==> src/rtl/alu_arbiter.sv <==
// alu_arbiter: round-robin share of one combinational ALU between two requesters, each with a one-entry valid/ready response slot
module alu_arbiter #(
  parameter int WIDTH = 32,
  parameter int CTRL_W = 5,
  parameter int MAX_OP = 21
) (
  input  logic              clk,
  input  logic              rst,
  input  logic              r0_valid,
  output logic              r0_ready,
  input  logic [WIDTH-1:0]  r0_a,
  input  logic [WIDTH-1:0]  r0_b,
  input  logic [CTRL_W-1:0] r0_op,
  input  logic              r1_valid,
  output logic              r1_ready,
  input  logic [WIDTH-1:0]  r1_a,
  input  logic [WIDTH-1:0]  r1_b,
  input  logic [CTRL_W-1:0] r1_op,
  output logic              r0_rsp_valid,
  input  logic              r0_rsp_ready,
  output logic [WIDTH-1:0]  r0_rsp_data,
  output logic              r0_rsp_err,
  output logic              r1_rsp_valid,
  input  logic              r1_rsp_ready,
  output logic [WIDTH-1:0]  r1_rsp_data,
  output logic              r1_rsp_err,
  output logic [WIDTH-1:0]  alu_a,
  output logic [WIDTH-1:0]  alu_b,
  output logic [CTRL_W-1:0] alu_ctrl,
  input  logic [WIDTH-1:0]  alu_result
);
  logic elig0, elig1, gnt0, gnt1, last_gnt, legal;
  logic [WIDTH-1:0] res;
  always_comb begin
    elig0 = r0_valid & (~r0_rsp_valid | r0_rsp_ready);
    elig1 = r1_valid & (~r1_rsp_valid | r1_rsp_ready);
    gnt0 = elig0 & (~elig1 | last_gnt);
    gnt1 = elig1 & ~gnt0;
    r0_ready = gnt0;
    r1_ready = gnt1;
    alu_a = gnt0 ? r0_a : gnt1 ? r1_a : '0;
    alu_b = gnt0 ? r0_b : gnt1 ? r1_b : '0;
    alu_ctrl = gnt0 ? r0_op : gnt1 ? r1_op : '0;
    legal = alu_ctrl <= CTRL_W'(MAX_OP);
    res = legal ? alu_result : '0;
  end
  always_ff @(posedge clk or posedge rst) begin
    if (rst) begin
      last_gnt <= 1'b1;
      r0_rsp_valid <= 1'b0;
      r0_rsp_data <= '0;
      r0_rsp_err <= 1'b0;
      r1_rsp_valid <= 1'b0;
      r1_rsp_data <= '0;
      r1_rsp_err <= 1'b0;
    end else begin
      if (gnt0 | gnt1) last_gnt <= gnt1;
      if (gnt0) begin
        r0_rsp_valid <= 1'b1;
        r0_rsp_data <= res;
        r0_rsp_err <= ~legal;
      end else if (r0_rsp_ready) r0_rsp_valid <= 1'b0;
      if (gnt1) begin
        r1_rsp_valid <= 1'b1;
        r1_rsp_data <= res;
        r1_rsp_err <= ~legal;
      end else if (r1_rsp_ready) r1_rsp_valid <= 1'b0;
    end
  end
endmodule

==> config.mk <==
export PLATFORM = sky130hd
export DESIGN_NAME = alu_arbiter
export DESIGN_NICKNAME = d
export VERILOG_FILES = /design/src/rtl/alu_arbiter.sv
export SDC_FILE = /design/constraint.sdc
export NUM_CORES = 1
export LEC_CHECK = 0
export CAP_MARGIN = 20
export CORE_AREA = 8 8 117 119
export DETAILED_ROUTE_END_ITERATION = 10
export DIE_AREA = 0 0 125 127
export PLACE_DENSITY = 0.88
export SLEW_MARGIN = 15
export SYNTH_ARGS = -nofsm -noshare
export SYNTH_HDL_FRONTEND = slang
export SYNTH_SLANG_ARGS = --single-unit
==> constraint.sdc <==
create_clock -name clk -period 5.63 [get_ports clk]
set_clock_uncertainty 0.15 [all_clocks]
set_input_delay 0.8445 -clock clk [delete_from_list [all_inputs] [get_ports clk]]
set_output_delay 0.8445 -clock clk [all_outputs]
set_load 0.005 [all_outputs]
== Word-level counts from Yosys, hierarchy flattened ==
Index checks and enable logic that the tools add are counted.
Storage, ports and cells
  flip-flop bits (word level): 69
  output and inout port bits: 139
  input port bits: 176
  word-level logic and storage cells: 34
Operators by class
  magnitude comparators: 1
  bitwise gates (word level): 13
  mux-type cells: 11
  reduce and logical (&&, ||, !) cells: 2
Operators with widths (count)
  32-bit 2-to-1 mux: 5
  5-bit 2-to-1 mux: 2
  5-bit <= comparator (second input constant): 1
  1-bit NOT: 5
  1-bit AND: 4
  1-bit 2-to-1 mux: 4
  1-bit bitwise OR: 4
  2-bit nonzero test: 2

== Logic depth before layout (Yosys ltp) ==
Gate-level depths: netlist of run 1.
  depth after elaboration: 12
  mapped depth: 8
  mapped depth without buffers: 7

== Worst setup path before layout of run 1 ==
OpenSTA, ideal clock, no wires.
  path type: in2out
  start point: input r1_valid
  end point: output alu_b[23]
  data required time: 4635 ps
  arrival time: 2075 ps
  buffers on the path: 2
  slack: 2561 ps
  stages on the path: 6
  cell sequence: inv_2 -> o311ai_4 -> clkbuf_1 -> clkbuf_1 -> nand3_1 -> nand2_1
On the way
  cells in the longest elaborated chain, start to end: 8
RTL lines
  start, declared: RTL line 14  | input logic r1_valid,
  1-bit AND (*): RTL line 36  | elig1 = r1_valid & (~r1_rsp_valid | r1_rsp_ready);
  1-bit NOT: RTL line 37  | gnt0 = elig0 & (~elig1 | last_gnt);
  1-bit bitwise OR: RTL line 37
  1-bit AND: RTL line 37
  1-bit NOT: RTL line 38  | gnt1 = elig1 & ~gnt0;
  1-bit AND: RTL line 38
  32-bit 2-to-1 mux: RTL line 42  | alu_b = gnt0 ? r0_b : gnt1 ? r1_b : '0;
  32-bit 2-to-1 mux (*): RTL line 42
  end, declared: RTL line 28  | output logic [WIDTH-1:0] alu_b,
Mark *: on every way between the ends. The rest lies on a longest branch, timed or not.

== Worst setup path after layout of run 1 ==
  start point: input r1_rsp_ready
  end point: output alu_a[14]
On the way
  cells in the longest elaborated chain, start to end: 9
RTL lines
  start, declared: RTL line 24  | input logic r1_rsp_ready,
  1-bit bitwise OR (*): RTL line 36
  1-bit AND (*): RTL line 36
  1-bit NOT: RTL line 37
  1-bit bitwise OR: RTL line 37
  1-bit AND: RTL line 37
  1-bit NOT: RTL line 38
  1-bit AND: RTL line 38
  32-bit 2-to-1 mux: RTL line 41  | alu_a = gnt0 ? r0_a : gnt1 ? r1_a : '0;
  32-bit 2-to-1 mux (*): RTL line 41
  end, declared: RTL line 27  | output logic [WIDTH-1:0] alu_a,
Marks and branches as above.

==> run metrics, run 1 <==
critical path peak fanout 34; Clock power frac 0.251; post-synth top area cell dfrtp_1; sum of overflow across all layers after global routing 0; first-pass iteration count of the detailed router 5; Clock Tree Root clkbuf_16; ys async rst share 1.00; delay of the slowest critical-path stage 520 ps; area fraction of the dominant cell type after synthesis 0.418; # nets final 929; cell types with the highest counts after synthesis 132 x nand2_1, 68 x dfrtp_1, 66 x nand3_1; largest net degree at the start of global routing 77; via count of the first global-routing pass 5107; final hold viol count 0; slowest stage cell on the critical path clkdlybuf4s50_1; count of buffers added by post-CTS timing repair for setup 0; EDFF count, synth 0; reg2reg setup slack 2730 ps; number of levels in the clock H-tree 3; worst path bufs/invs 4; number of hold buffers added after CTS 0; worst hold margin 362 ps; FF-to-FF path depth 6; core region area 11800 sq um; startpoint type of the worst setup path primary input; final HPWL from detailed placement 14.7 mm; most instantiated flip-flop cell in the synthesis netlist dfrtp_1; net switching power 0.000690 W; setup TNS after final layout 0 ps; portion of the clock cycle consumed by the worst path in the final layout 0.768; Site Rows 40; final count of pins violating max slew 0; Setup crit end alu_a[14]; Die Area 15900 sq um; overall routing resource usage 0.233; remaining antenna violation count after routing 0; number of clock sinks seen by CTS 69; Total Power Consumption 0.00227 W; Worst VDD drop 0.151 mV; syn_nets 642; post-CTS sizing 0; time the final worst path needs with I/O delays and setup 4330 ps; flip-flop and latch count after synthesis 69; Leakage Power 3.15 nW; final antenna diode count 0; detailed-route wire length 19.4 mm; cell with the most instances after synthesis nand2_1; count of buffers inserted at the top-level ports 314; count of boundary I/O pins 315; total number of yosys warnings 0; Switching Fraction 0.305; top post-synthesis cells by area dfrtp_1 42%, a221o_1 16%, nand2_1 12%, nor3b_1 12%, nand3_1 8.1%; fraction of the yosys area taken by sequential cells 0.425; Slew Limit Headroom 0.425; maximum buffer depth of the clock tree 2; P&R area growth vs syn 86.1%; proportion of layout cells with a drive suffix above 1 0.0501; gate count after technology mapping 466; Pwr Density 300 nW/um^2; Clock Pin Slew Worst Setup and Hold Paths 60 ps; total number of cells along the worst setup path 8; Cell Area, Synth 4070 sq um; average vias per placed instance 5.59; die width 125 um; crit-path cells clkdlybuf4s50_1 > nor2b_2 > o311ai_4 > inv_2 > buf_4 > nand2_1 > nand2_1 > clkdlybuf4s50_1; Iteration-0 DRC Markers 419; Crit path max-delay family buffers and inverters; endpoint of the lowest-slack register-to-register path r0_rsp_data[2]; combinational power share 0.433; insertion delay of the later-clocked pin in the worst-skew pair 330 ps; number of clock buffers inserted by TritonCTS 9; setup repair after global routing missed its margin no; post-route DRC violation count 0; Via Count 5055; Reg2Reg Launch Point r1_rsp_valid; Netlist cell types 21; starting utilization of the core area 0.344; antenna violations before repair 2; endpoint type of the worst setup path primary output; global-route wire length before repair 29.6 mm; number of endpoints failing setup at the final stage 0; Syn Area/Cell 8.73 sq um; TritonCTS clock tree built; min-delay worst type register to register; startpoint of the most critical setup path r1_rsp_ready; status complete, no violations; Internal Dissipation 0.00158 W; Final Wtd Congestion 0.882; FMAX 231 MHz; portion of total power attributed to sequential cells 0.316; die height 127 um; # Max-Cap Violations 0; critical path arrival 3330 ps; path type of the worst setup path primary input to primary output; actual transition at the worst max-transition pin 863 ps; detailed-route wire length per cell 21.4 um; Data required, critical path 4640 ps
-- power groups by stage --
stage | registers, W | clock network, W | logic [W]
6_report | 0.000716 | 0.000569 | 0.000982
3_5_place_dp | 0.000722 | 0 | 0.000984
4_1_cts | 0.000715 | 0.000579 | 0.000990
2_1_floorplan | 0.000719 | 0 | 0.000340
5_1_grt | 0.000731 | 0.000601 | 0.00105
3_3_place_gp | 0.000715 | 0 | 0.000956
-- layout by cell type (no fill, tap or decap), drive strengths merged --
cell type,count
nor3,2
a221o,64
dfstp,1
clkdlybuf4s50,314
inv,6
nor2b,1
clkinvlp,3
nand2b,1
buf,11
nor3b,64
o311ai,1
o21a,1
nor2,5
clkbuf,10
bufinv,1
a211oi,2
nand3,66
dfrtp,68
nand2,132
a22o,4
or2,1
-- final cells by class --
type / instances / area [sq um]
fillers: 936 / 4240
repair buffers: 325 / 3230
multi-input cells: 344 / 2120
flip-flops and latches: 69 / 1730
clock buffers: 10 / 229
well taps: 147 / 184
clock inverters: 6 / 70.1
inverters: 4 / 15.0
-- worst min-delay path by stage --
| stage | slack [ps] | to | cells after the start | startpoint |
|---|---|---|---|---|
| global placement | 340 | r1_rsp_data[30] | 1 | r1_rsp_data[30] |
| finish | 360 | r1_rsp_data[12] | 1 | r1_rsp_data[12] |
| floorplan | 360 | r0_rsp_data[0] | 1 | r0_rsp_data[0] |
| global route | 370 | r1_rsp_data[1] | 1 | r1_rsp_data[1] |
| detailed placement | 350 | r1_rsp_data[26] | 1 | r1_rsp_data[26] |
| CTS | 370 | r1_rsp_data[1] | 1 | r1_rsp_data[1] |
-- layer usage --
layer,global-route usage,routed length [um],vias up
met2,0.408,9820,274
met5,0,27,-
met3,0.0753,1710,46
met1,0.257,7260,2455
met4,0.0931,575,4
li1,-,-,2276
-- registers in the layout (all words and copies together) (netlist names) --
register / count
r0_rsp_err: 1
r0_rsp_data: 32
r1_rsp_data: 32
r0_rsp_valid: 1
last_gnt: 1
r1_rsp_valid: 1
r1_rsp_err: 1
-- metrics by stage --
step                      instances  utilization  area (sq um)  worst slack (ps)
after global routing            905        0.641          7570              1180
after CTS                       905        0.641          7570              1330
after global placement          889        0.615          7270              1410
after detailed placement        889        0.615          7270              1340
after floorplan                 466            -          4070              2560
final                           905        0.641          7570              1300
-- cells by family (layout without fill, tap and decap cells) --
group                  after synthesis  after routing  synth area share
and+or+nand+nor                    272            272             0.334
AOI/OAI and AO/OA                   72             72             0.184
DFF                                 69             69             0.425
buffers and inverters               53            345            0.0572
No activity file was read; power rests on OpenSTA's default activity.
==> run 2: changes to the inputs <==
--- a/config.mk
+++ b/config.mk
@@ -6,10 +6,10 @@
 export NUM_CORES = 1
 export LEC_CHECK = 0
 export CAP_MARGIN = 20
-export CORE_AREA = 8 8 117 119
+export CORE_MARGIN = 8
+export CORE_UTILIZATION = 34
 export DETAILED_ROUTE_END_ITERATION = 10
-export DIE_AREA = 0 0 125 127
-export PLACE_DENSITY = 0.88
+export PLACE_DENSITY = 0.87
 export SLEW_MARGIN = 15
 export SYNTH_ARGS = -nofsm -noshare
 export SYNTH_HDL_FRONTEND = slang
==> constraint.sdc (replaced) <==
create_clock -name clk -period 4.35 [get_ports clk]
set_clock_uncertainty 0.15 [all_clocks]
set_input_delay 0.6525 -clock clk [delete_from_list [all_inputs] [get_ports clk]]
set_output_delay 0.6525 -clock clk [all_outputs]
set_load 0.005 [all_outputs]
==> run metrics, run 2 (synthesis results as in run 1) <==
status complete, no violations; Hold Crit Depth 1; reg2reg setup slack 1430 ps; number of clock sinks seen by CTS 69; Filler Cell Count 927; endpoint of the lowest-slack register-to-register path r0_rsp_data[28]; number of endpoints failing setup at the final stage 0; Slew Limit Headroom 0.359; via count of the first global-routing pass 5091; final HPWL from detailed placement 14.5 mm; FF-to-FF path depth 6; Met1 Wirelength 7.30 mm; antenna violations before repair 1; Post-Route Utilization 0.642; remaining antenna violation count after routing 0; core region area 11900 sq um; Final Wtd Congestion 0.842; Site Rows 40; # nets final 928; final count of pins violating max slew 0; routed wire length on met2 9.66 mm; cell area after layout 7610 sq um; die height 125 um; number of levels in the clock H-tree 3; Worst VDD drop 0.211 mV; count of buffers added by post-CTS timing repair for setup 0; endpoint type of the worst setup path primary output; P&R area growth vs syn 87.2%; average vias per placed instance 5.50; largest net degree at the start of global routing 68; Total Power Consumption 0.00298 W; path type of the worst setup path primary input to primary output; Reg2Reg Launch Point r1_rsp_valid; delay of the slowest critical-path stage 620 ps; count of boundary I/O pins 315; combinational power share 0.426; setup repair after global routing missed its margin no; number of clock buffers inserted by TritonCTS 9; most frequent cell on the critical path clkdlybuf4s50_1; largest registers r0_rsp_data x32, r1_rsp_data x32; final antenna diode count 0; # Max-Cap Violations 0; insertion delay of the later-clocked pin in the worst-skew pair 330 ps; start point of the worst hold path r1_rsp_data[5]; time the final worst path needs with I/O delays and setup 3840 ps; overall routing resource usage 0.231; TritonCTS clock tree built; worst path bufs/invs 3; startpoint type of the worst setup path primary input; highest metal layer with signal wires met5; post-place setup slack 548 ps; min-delay worst type register to register; portion of the clock cycle consumed by the worst path in the final layout 0.882; setup TNS after final layout 0 ps; number of hold buffers added after CTS 0; Clock Pin Slew Worst Setup and Hold Paths 60 ps; Clock power frac 0.262; Iteration-0 DRC Markers 604; terminating pin of the worst hold path r1_rsp_data[5]; Pwr Density 392 nW/um^2; global-route wire length before repair 29.0 mm; actual transition at the worst max-transition pin 960 ps; Data required, critical path 3550 ps; leading cell types in the layout, fill and taps excluded 314 x clkdlybuf4s50_1, 131 x nand2_1, 68 x dfrtp_1; maximum buffer depth of the clock tree 2; portion of total power attributed to sequential cells 0.312; net switching power 0.000883 W; first-pass iteration count of the detailed router 5; sum of overflow across all layers after global routing 0; post-CTS sizing 0; placed cell area 7300 sq um; worst setup slack after layout 513 ps; crit-path cells clkdlybuf4s50_1 > nor2b_2 > o311ai_4 > buf_4 > nand3_1 > nand2_1 > clkdlybuf4s50_1; leading cell type in the layout, fill and taps excluded clkdlybuf4s50_1; detailed-route wire length 19.1 mm; die width 125 um; post-route DRC violation count 0; final hold viol count 0; critical path arrival 3030 ps; critical path peak fanout 67; Clock Tree Root clkbuf_16; Internal Dissipation 0.00210 W; slowest stage cell on the critical path buf_4; Die Area 15700 sq um; Crit path max-delay family buffers and inverters; starting utilization of the core area 0.343; Met3 Wirelength 1.66 mm; detailed-route wire length per cell 21.1 um; Switching Fraction 0.296; count of buffers inserted at the top-level ports 314; Leakage Power 3.17 nW; Via Count 4976; FMAX 261 MHz; proportion of layout cells with a drive suffix above 1 0.0489
[run 2: changes by cell type in the layout (fill, tap and decap cells not counted)]
cell,change
bufinv_16,+1
clkinv_2,+2
buf_4,-4
clkinvlp_4,-2
inv_6,-1
buf_12,+3
[run 2: metal layers]
metal,up-vias,global-route usage
met5,-,0
met4,2,0.0838
met3,42,0.0799
met1,2392,0.254
li1,2270,-
met2,270,0.403
[run 2: how the worst max path moves through the flow]
| stage | from | endpoint | depth (start not counted) |
|---|---|---|---|
| after floorplan | r1_valid | alu_b[23] | 6 |
| after global placement | r1_rsp_ready | alu_a[19] | 7 |
| after detailed placement | r1_rsp_ready | alu_a[19] | 7 |
| after CTS | r1_rsp_ready | alu_a[19] | 7 |
| after global routing | r1_rsp_ready | alu_a[19] | 7 |
| final | r1_rsp_ready | alu_a[19] | 7 |
[run 2: layout make-up]
| type | count | area, sq um | share of cell area |
|---|---|---|---|
| well taps | 147 | 184 | 0.0242 |
| inverters | 4 | 15.0 | 0.00197 |
| clock buffers | 10 | 229 | 0.0301 |
| repair buffers | 324 | 3260 | 0.428 |
| flip-flops and latches | 69 | 1730 | 0.227 |
| clock inverters | 6 | 86.3 | 0.0113 |
| multi-input cells | 344 | 2120 | 0.278 |
[run 2: power by group through the flow]
stage / clock, W / sequential, W / combinational, W
2_1_floorplan: 0 / 0.000930 / 0.000440
3_3_place_gp: 0 / 0.000930 / 0.00124
3_5_place_dp: 0 / 0.000937 / 0.00127
4_1_cts: 0.000791 / 0.000930 / 0.00128
5_1_grt: 0.000818 / 0.000950 / 0.00135
6_report: 0.000781 / 0.000931 / 0.00127
[run 2: through the flow]
stage               hold WS, ps  cells
floorplan                   356    466
global placement            344    888
detailed placement          348    888
CTS                         366    904
global route                370    904
finish                      365    904
